`src/rtl/frame_strobe_loader_pkg.sv`:
```
// frame_strobe_loader_pkg
// Shared definitions for the frame strobe loader: default geometry, the
// header sync byte, header bit-field positions and the loader FSM encoding.
package frame_strobe_loader_pkg;

  localparam int DEFAULT_MAX_FRAMES_PER_COL = 20;
  localparam int DEFAULT_FRAME_BITS_PER_ROW = 32;

  localparam logic [7:0] SYNC_BYTE = 8'hA5;

  // Header layout: [31:24] sync, [23:19] column id, [4:0] frame index
  localparam int SYNC_MSB  = 31;
  localparam int SYNC_LSB  = 24;
  localparam int COL_MSB   = 23;
  localparam int COL_LSB   = 19;
  localparam int IDX_MSB   = 4;
  localparam int IDX_LSB   = 0;
  localparam int IDX_WIDTH = IDX_MSB - IDX_LSB + 1;

  typedef enum logic [2:0] {
    IDLE      = 3'd0,
    WAIT_DATA = 3'd1,
    SETUP     = 3'd2,
    STROBE    = 3'd3,
    HOLD      = 3'd4
  } state_t;

endpackage

```
`src/rtl/frame_strobe_loader_decoder.sv`:
```
// frame_strobe_decoder
// Combinational index-to-one-hot decoder for the frame write strobes.
// Ports:
//   index   - frame index to decode
//   enable  - when low the output is all-zero
//   onehot  - MaxFramesPerCol-wide one-hot strobe vector
module frame_strobe_decoder
  import frame_strobe_loader_pkg::*;
#(
  parameter int MaxFramesPerCol = DEFAULT_MAX_FRAMES_PER_COL
) (
  input  logic [IDX_WIDTH-1:0]       index,
  input  logic                       enable,
  output logic [MaxFramesPerCol-1:0] onehot
);

  // Loop compare rather than a shift so an out-of-range index simply
  // produces no strobe at all.
  always_comb begin
    onehot = '0;
    for (int i = 0; i < MaxFramesPerCol; i++) begin
      onehot[i] = enable && (index == IDX_WIDTH'(i));
    end
  end

endmodule

```
`src/rtl/frame_strobe_loader.sv`:
```
// frame_strobe_loader
// Accepts header/data word pairs from a valid/ready stream and, when the
// header addresses this column with a legal frame index, drives the data
// word onto FrameData and pulses one FrameStrobe bit for a single cycle,
// with one setup cycle before and one hold cycle after the strobe.
// Ports:
//   CLK, resetn  - clock and asynchronous active-low reset
//   s_valid      - upstream word valid
//   s_ready      - loader can accept a word (IDLE and WAIT_DATA only)
//   s_data       - header or data word
//   FrameData    - registered frame row data to the tile column
//   FrameStrobe  - registered one-hot frame write strobe
//   busy         - high whenever the FSM is outside IDLE
//   err          - sticky protocol error (bad sync or frame index)
module frame_strobe_loader
  import frame_strobe_loader_pkg::*;
#(
  parameter int MaxFramesPerCol = DEFAULT_MAX_FRAMES_PER_COL,
  parameter int FrameBitsPerRow = DEFAULT_FRAME_BITS_PER_ROW,
  parameter int ColID           = 0
) (
  input  logic                       CLK,
  input  logic                       resetn,
  input  logic                       s_valid,
  output logic                       s_ready,
  input  logic [FrameBitsPerRow-1:0] s_data,
  output logic [FrameBitsPerRow-1:0] FrameData,
  output logic [MaxFramesPerCol-1:0] FrameStrobe,
  output logic                       busy,
  output logic                       err
);

  localparam logic [4:0] COL_ID     = 5'(ColID);
  localparam logic [5:0] FRAME_LIMIT = 6'(MaxFramesPerCol);

  state_t                      state;
  logic                        match_q;
  logic [IDX_WIDTH-1:0]        index_q;
  logic [MaxFramesPerCol-1:0]  strobe_next;

  logic [7:0]                  hdr_sync;
  logic [4:0]                  hdr_col;
  logic [IDX_WIDTH-1:0]        hdr_index;
  logic                        hdr_index_ok;

  assign hdr_sync     = s_data[SYNC_MSB:SYNC_LSB];
  assign hdr_col      = s_data[COL_MSB:COL_LSB];
  assign hdr_index    = s_data[IDX_MSB:IDX_LSB];
  assign hdr_index_ok = {1'b0, hdr_index} < FRAME_LIMIT;

  frame_strobe_decoder #(
    .MaxFramesPerCol(MaxFramesPerCol)
  ) u_decoder (
    .index (index_q),
    .enable(match_q),
    .onehot(strobe_next)
  );

  // Single FSM with registered outputs. s_ready and busy are updated
  // together with the state so they always describe the state being
  // entered. An out-of-range index is folded into the mismatch path, so the
  // following data word is still consumed but nothing is strobed.
  always_ff @(posedge CLK or negedge resetn) begin
    if (!resetn) begin
      state       <= IDLE;
      match_q     <= 1'b0;
      index_q     <= '0;
      FrameData   <= '0;
      FrameStrobe <= '0;
      s_ready     <= 1'b1;
      busy        <= 1'b0;
      err         <= 1'b0;
    end else begin
      case (state)
        IDLE: begin
          if (s_valid) begin
            if (hdr_sync != SYNC_BYTE) begin
              err <= 1'b1;
            end else begin
              index_q <= hdr_index;
              if (!hdr_index_ok) begin
                err     <= 1'b1;
                match_q <= 1'b0;
              end else begin
                match_q <= (hdr_col == COL_ID);
              end
              state <= WAIT_DATA;
              busy  <= 1'b1;
            end
          end
        end
        WAIT_DATA: begin
          if (s_valid) begin
            if (match_q) begin
              FrameData <= s_data;
            end
            state   <= SETUP;
            s_ready <= 1'b0;
          end
        end
        SETUP: begin
          FrameStrobe <= strobe_next;
          state       <= STROBE;
        end
        STROBE: begin
          FrameStrobe <= '0;
          state       <= HOLD;
        end
        HOLD: begin
          state   <= IDLE;
          s_ready <= 1'b1;
          busy    <= 1'b0;
        end
        default: begin
          state       <= IDLE;
          FrameStrobe <= '0;
          s_ready     <= 1'b1;
          busy        <= 1'b0;
        end
      endcase
    end
  end

endmodule
```
`config.mk`:
```
export PLATFORM = sky130hd
export DESIGN_NAME = frame_strobe_loader
export DESIGN_NICKNAME = d
export VERILOG_FILES = /design/src/rtl/frame_strobe_loader_pkg.sv /design/src/rtl/frame_strobe_loader_decoder.sv /design/src/rtl/frame_strobe_loader.sv
export SDC_FILE = /design/constraint.sdc
export NUM_CORES = 1
export LEC_CHECK = 0
export BUFFER_PORTS_ARGS = -buffer_cell sky130_fd_sc_hd__buf_2
export CORE_ASPECT_RATIO = 0.7
export CORE_MARGIN = 2
export CORE_UTILIZATION = 40
export CTS_BUF_LIST = sky130_fd_sc_hd__clkbuf_2
export CTS_CLUSTER_DIAMETER = 200
export DETAILED_ROUTE_END_ITERATION = 10
export HOLD_SLACK_MARGIN = 0.05
export MAX_ROUTING_LAYER = met4
export PLACE_DENSITY = 0.66
export SETUP_SLACK_MARGIN = 0.4
export SLEW_MARGIN = 40
export SYNTH_ARGS = -nofsm -noshare
export SYNTH_HDL_FRONTEND = slang
export SYNTH_SLANG_ARGS = --single-unit
export TNS_END_PERCENT = 5
```
`constraint.sdc`:
```
create_clock -name CLK -period 1.5 [get_ports CLK]
set_input_delay 0.15 -clock CLK [delete_from_list [all_inputs] [get_ports CLK]]
set_output_delay 0.15 -clock CLK [all_outputs]
set_load 0.005 [all_outputs]
```
# Word-level counts from Yosys, hierarchy flattened
# Cells that the tools add are included.
totals:
  in_bits: 35
  regBits: 64
classes:
  n_eq_ne: 28
  magnitude_cmp: 1
  bitwise: 3
  reduce_logical: 32
  muxes: 13
ops:
  columns: ["cell", "count"]
  rows:
  - ["$eq 5x4->1 const B", 8]
  - ["$pmux 20 s2", 1]
  - ["$eq 5x3->1 const B", 4]
  - ["$eq 5x5->1 const B", 4]
  - ["$logic_and 1x1->1", 20]
  - ["$reduce_and 3->1", 5]
  - ["$pmux 3 s4", 1]
  - ["$eq 5x2->1 const B", 2]
  - ["$logic_not 5->1", 2]
  - ["$mux 3", 3]
  - ["$reduce_or 3->1", 3]
  - ["$ne 8x8->1 const B", 1]
  - ["$eq 3x2->1 const B", 2]
  - ["$mux 1", 6]
  - ["$ne 2x2->1 const B", 3]
  - ["$eq 5x1->1 const B", 1]
  - ["$lt 5x5->1 const B", 1]
  - ["$pmux 1 s2", 2]
  - ["$eq 3x1->1 const B", 1]
  - ["$eq 3x3->1 const B", 1]
  - ["$logic_not 3->1", 1]
  - ["$not 1->1", 3]
  - ["$ne 2x1->1 const B", 1]
  - ["$reduce_and 2->1", 1]

# Longest topological paths before layout
logic_depth:
  word_depth: 4
  ltp_mapped: 5
  mapped_depth_nobuf: 3

# By module
# Synthesis repeated with hierarchy kept, for this count alone.
hier_totals:
  hier_cells: 180
  hier_area_um2: 2607.5
by_module_without_submodules:
  columns: ["module", "area_each_um2", "n_inst", "cells_per_inst"]
  rows:
  - ["frame_strobe_loader", 2448.6, 1, 152]
  - ["frame_strobe_decoder", 158.9, 1, 28]

# Least setup slack after synthesis
# OpenSTA, ideal clock, no wires.
synth_timing:
  path_kind: "register to register"
  start: "reg state[1]"
  end: "reg FrameData[0]"
  stages_incl_launch_ff: 5
  setup_slack_ns: -0.013
  setup_ns: 0.125
  arrival_time_ns: 1.388
  period_less_slack_ns: 1.513
  cell_sequence: "dfrtp_1 -> nand3b_1 -> nor3_4 -> buf_4 -> mux2_2"
synth_between:
  elab_chain_cells: 2
synth_rtl:
  columns: ["item", "line_no", "source"]
  rows:
  - ["from (decl)", "frame_strobe_loader.sv:36", "state_t state;"]
  - ["from (signal assigned)", "frame_strobe_loader.sv:65", "state <= IDLE;"]
  - ["from (signal assigned)", "frame_strobe_loader.sv:87", "state <= WAIT_DATA;"]
  - ["from (signal assigned)", "frame_strobe_loader.sv:97", "state <= SETUP;"]
  - ["$eq 3x1->1", "frame_strobe_loader.sv:74", "case (state)"]
  - ["$reduce_and 3->1 (no line)", null, null]
  - ["to (signal assigned)", "frame_strobe_loader.sv:95", "FrameData <= s_data;"]
  - ["to (decl)", "frame_strobe_loader.sv:27", "output logic [FrameBitsPerRow-1:0] FrameData,"]
# Every way passes these cells.
# A chain may end at the register's enable or synchronous reset.

# Final worst setup path
layout_timing:
  start: "reg state[1]"
  end: "reg index_q[1]"
layout_between:
  elab_chain_cells: 2
layout_rtl:
  columns: ["item", "line_no", "source"]
  rows:
  - ["$logic_not 3->1", "frame_strobe_loader.sv:74", null]
  - ["$reduce_and 3->1 (no line)", null, null]
  - ["to (signal assigned)", "frame_strobe_loader.sv:80", "index_q <= hdr_index;"]
  - ["to (decl)", "frame_strobe_loader.sv:38", "logic [IDX_WIDTH-1:0] index_q;"]
# Every way passes these cells.

==> reports/qor.yml <==
route:
  drc_errors: 0
  num_vias: 1994
  postRouteAntennaNets: 0
  dr.first_iter.drc_count: 84
  vias_per_cell: 4.99
  wirelength_um: 6150
  first_pass_iters: 4
  wl_per_cell_um: 15.4
placement:
  hpwl_um: 3910
  gp_routability_congestion: 0.764
  port_buffers: 89
  dp_slack_ns: -0.0366
logic_synthesis:
  ys_ff_latch: 64
  synth_ff_type: "dfrtp_1"
  postSynthNetCount: 211
  synthArstFlopShare_pct: 100
  synth_top_family_by_area: "multiplexers"
  synthDistinctLibCells: 33
  synth_xor_xnor_area_share_pct: 0
  syn_area_per_cell_um2: 14.5
  syn-cell-area_um2: 2560
  synth-compound-area-share_pct: 8.32
  yosys-mux-area-fraction_pct: 16.7
  synthAdderAreaFrac_pct: 0
  synth_edf_count: 0
  yosysWarnings: 0
  ys_seq_area_share_pct: 62.7
  syn_inst: 176
  yosys.area_share.simple_pct: 10.1
sta:
  maxClockFrequency_ghz: 0.626
  holdWs_ns: 0.140
  tightest_slew_ns: 0.397
  fin_crit_ns: 1.60
  fin_worst_skew_ns: 0.0225
  grt_setup_unrepaired: "yes"
  relSlewSlack_pct: 73.5
  hold_viol: 0
  drv_slew: 0
  setup_viol: 39
  fin_crit_sh_pct: 107
  setup_slack_ns: -0.0976
floorplanning:
  die_y_um: 70.9
  die_area_um2: 7060
  fp.coreArea_um2: 6220
  io_pins: 90
  num_rows: 24
  initial_core_util_pct: 41.1
  chipWidth_um: 99.5
outcome:
  violations: "setup timing"
  status: "complete, but fails checks"
final_layout:
  layout-drive-gt1-share_pct: 52.8
  num_antenna_cells: 0
  finalNetCount: 355
  area_growth_pct: 44.0
critical_path:
  startpoint_type: "flop"
  arrival_ns: 1.96
  critPathMaxFanout: 7
  regToRegStartpoint: "state[1]$_DFFE_PN0P_"
  worst_ep_required_time_ns: 1.86
  r2r_cells: 5
  ff2ff_setup_slack_ns: -0.1
  worstSetupPathType: "flop to flop"
  crit_path_end_kind: "flop"
  r2r-end: "index_q[1]$_DFFE_PN0P_"
global_route:
  grt_first_pass_wirelength_um: 9310
  antenna_found_initial: 0
  overflow: 0
  track_usage_pct: 17.9
  grt_max_degree: 65
  first_global_vias: 1915
worst_hold_path:
  min_delay_path_depth: 3
  hp-class: "input port to flop"
  hold-path-endpoint: "err$_DFFE_PN0P_"
  worstHoldStart: "s_valid"
clocking:
  clkTransAtPathRegs_ns: 0.15
  numCtsBuffers: 9
  postCtsHoldBufs: 34
  cts_tree: "yes"
  cts.sinks: 64
  htreeDepth: 3
  insertion_delay_ns: 0.47
  cts_root_buffer: "clkbuf_2"
  cts.path.max_buffers: 2
pwr:
  ir_drop_mv: 0.689
  p_leak_nw: 1.83
  p_per_area_nw_per_um2: 1400
run:
  drv_cap: 0
what timing repair did:
item	4_1_cts	5_1_grt
resized for setup	4	8
pin swaps	6	4
gates cloned	0	2
setup endpoints to repair	115	118
hold endpoints to repair	103	1
setup buffers	0	2
state kept, by name, indices dropped and copies added, names as in the netlist:
register     cells
err              1
index_q          5
busy             1
state            3
FrameData       32
FrameStrobe     20
match_q          1
s_ready          1
how the worst max path moves through the flow:
stage,startpoint,to,slack (ns),cells after the start
floorplan,state[1]$_DFFE_PN0P_,FrameData[0]$_DFFE_PN0P_,-0.01,4
global placement,state[2]$_DFFE_PN0P_,FrameData[30]$_DFFE_PN0P_,-0.02,4
detailed placement,state[2]$_DFFE_PN0P_,FrameData[15]$_DFFE_PN0P_,-0.04,4
CTS,state[1]$_DFFE_PN0P_,FrameData[12]$_DFFE_PN0P_,-0.06,4
global route,state[1]$_DFFE_PN0P_,index_q[1]$_DFFE_PN0P_,-0.19,5
finish,state[1]$_DFFE_PN0P_,index_q[1]$_DFFE_PN0P_,-0.1,5
layer usage:
metal  global-route usage, %  wire [um]  vias to the layer above
li1                        -          -                      935
met2                    25.1       2840                       57
met3                    5.34        225                       12
met5                       -          0                        -
met1                    24.2       2980                      990
met4                    7.76        110                        0
metrics by stage:
stage | instance area [um2] | util [%] | std cells | setup TNS, ns | power (mW)
after floorplan | 2560 | - | 176 | -0.353 | 3.41
after global placement | 3180 | 51.1 | 349 | -0.364 | 4.18
after detailed placement | 3180 | 51.1 | 349 | -0.873 | 4.23
after CTS | 3590 | 57.7 | 396 | -1.48 | 5.07
after global routing | 3680 | 59.2 | 400 | -5.07 | 5.50
final | 3680 | 59.2 | 400 | -2.14 | 5.14
cells in the final DEF, fill, tap and decap left out, types with 2 or more instances in the layout:
cell type	n
o21ai_2	3
clkbuf_2	10
buf_12	2
buf_4	13
and4bb_2	3
nor2b_1	3
o21ai_0	2
dfrtp_2	2
dfrtp_1	61
clkbuf_16	2
mux2_4	5
clkinv_1	2
nand2_1	9
nor3_4	2
mux2_2	30
a22o_1	10
and2_1	2
dlygate4sd3_1	34
a32o_1	6
nand3_1	4
a21o_1	2
inv_1	3
nor2_1	3
mux2_1	2
buf_2	89
Yosys cell counts (2+ instances only):
cell type  instances  share of area [%]
a21oi_1            2               0.39
nor3_4             2                1.3
a32o_1             6                2.3
mux2_1             2               0.88
buf_4              3               0.88
a22o_1            10                3.4
clkbuf_1           3               0.44
nand2_1            9                1.3
nor2b_1            3               0.73
dfrtp_1           63                 62
inv_1              3               0.44
nand3_1            4               0.78
o21ai_1            3               0.59
o21ai_0            2               0.39
nor2_1             4               0.59
and3_1             2               0.49
and4bb_2           3                1.5
a21o_1             2               0.59
and2_1             2               0.49
mux2_2            35                 15
worst max-delay path, stage by stage (launching register included):
cell     delay, ns
dfrtp_1       0.42
buf_4         0.15
nor4b_2       0.36
nand3_1       0.13
buf_4         0.18
mux2_2        0.27
area by class of cell:
cell class / count / area (um2)
Sequential cell: 64 / 1610
Multi-Input combinational cell: 102 / 931
Clock buffer: 10 / 50.0
Fill cell: 538 / 2530
Timing Repair Buffer: 140 / 973
Clock inverter: 3 / 12.5
Inverter: 3 / 11.3
Tap cell: 78 / 97.6
kinds of logic (layout without fill, tap and decap cells):
kind of cell,after synthesis,in the layout
buffers and inverters,10,156
multiplexers,38,38
AND/OR/NAND/NOR,37,37
flip-flops,64,64
AO/OA/AOI/OAI,27,27
power by group:
part | total, mW | switching (mW) | internal (mW)
combinational | 1.88 | 0.750 | 1.13
sequential | 2.53 | 0.280 | 2.25
clock | 0.734 | 0.548 | 0.186
(Power assumes the default switching activity.)
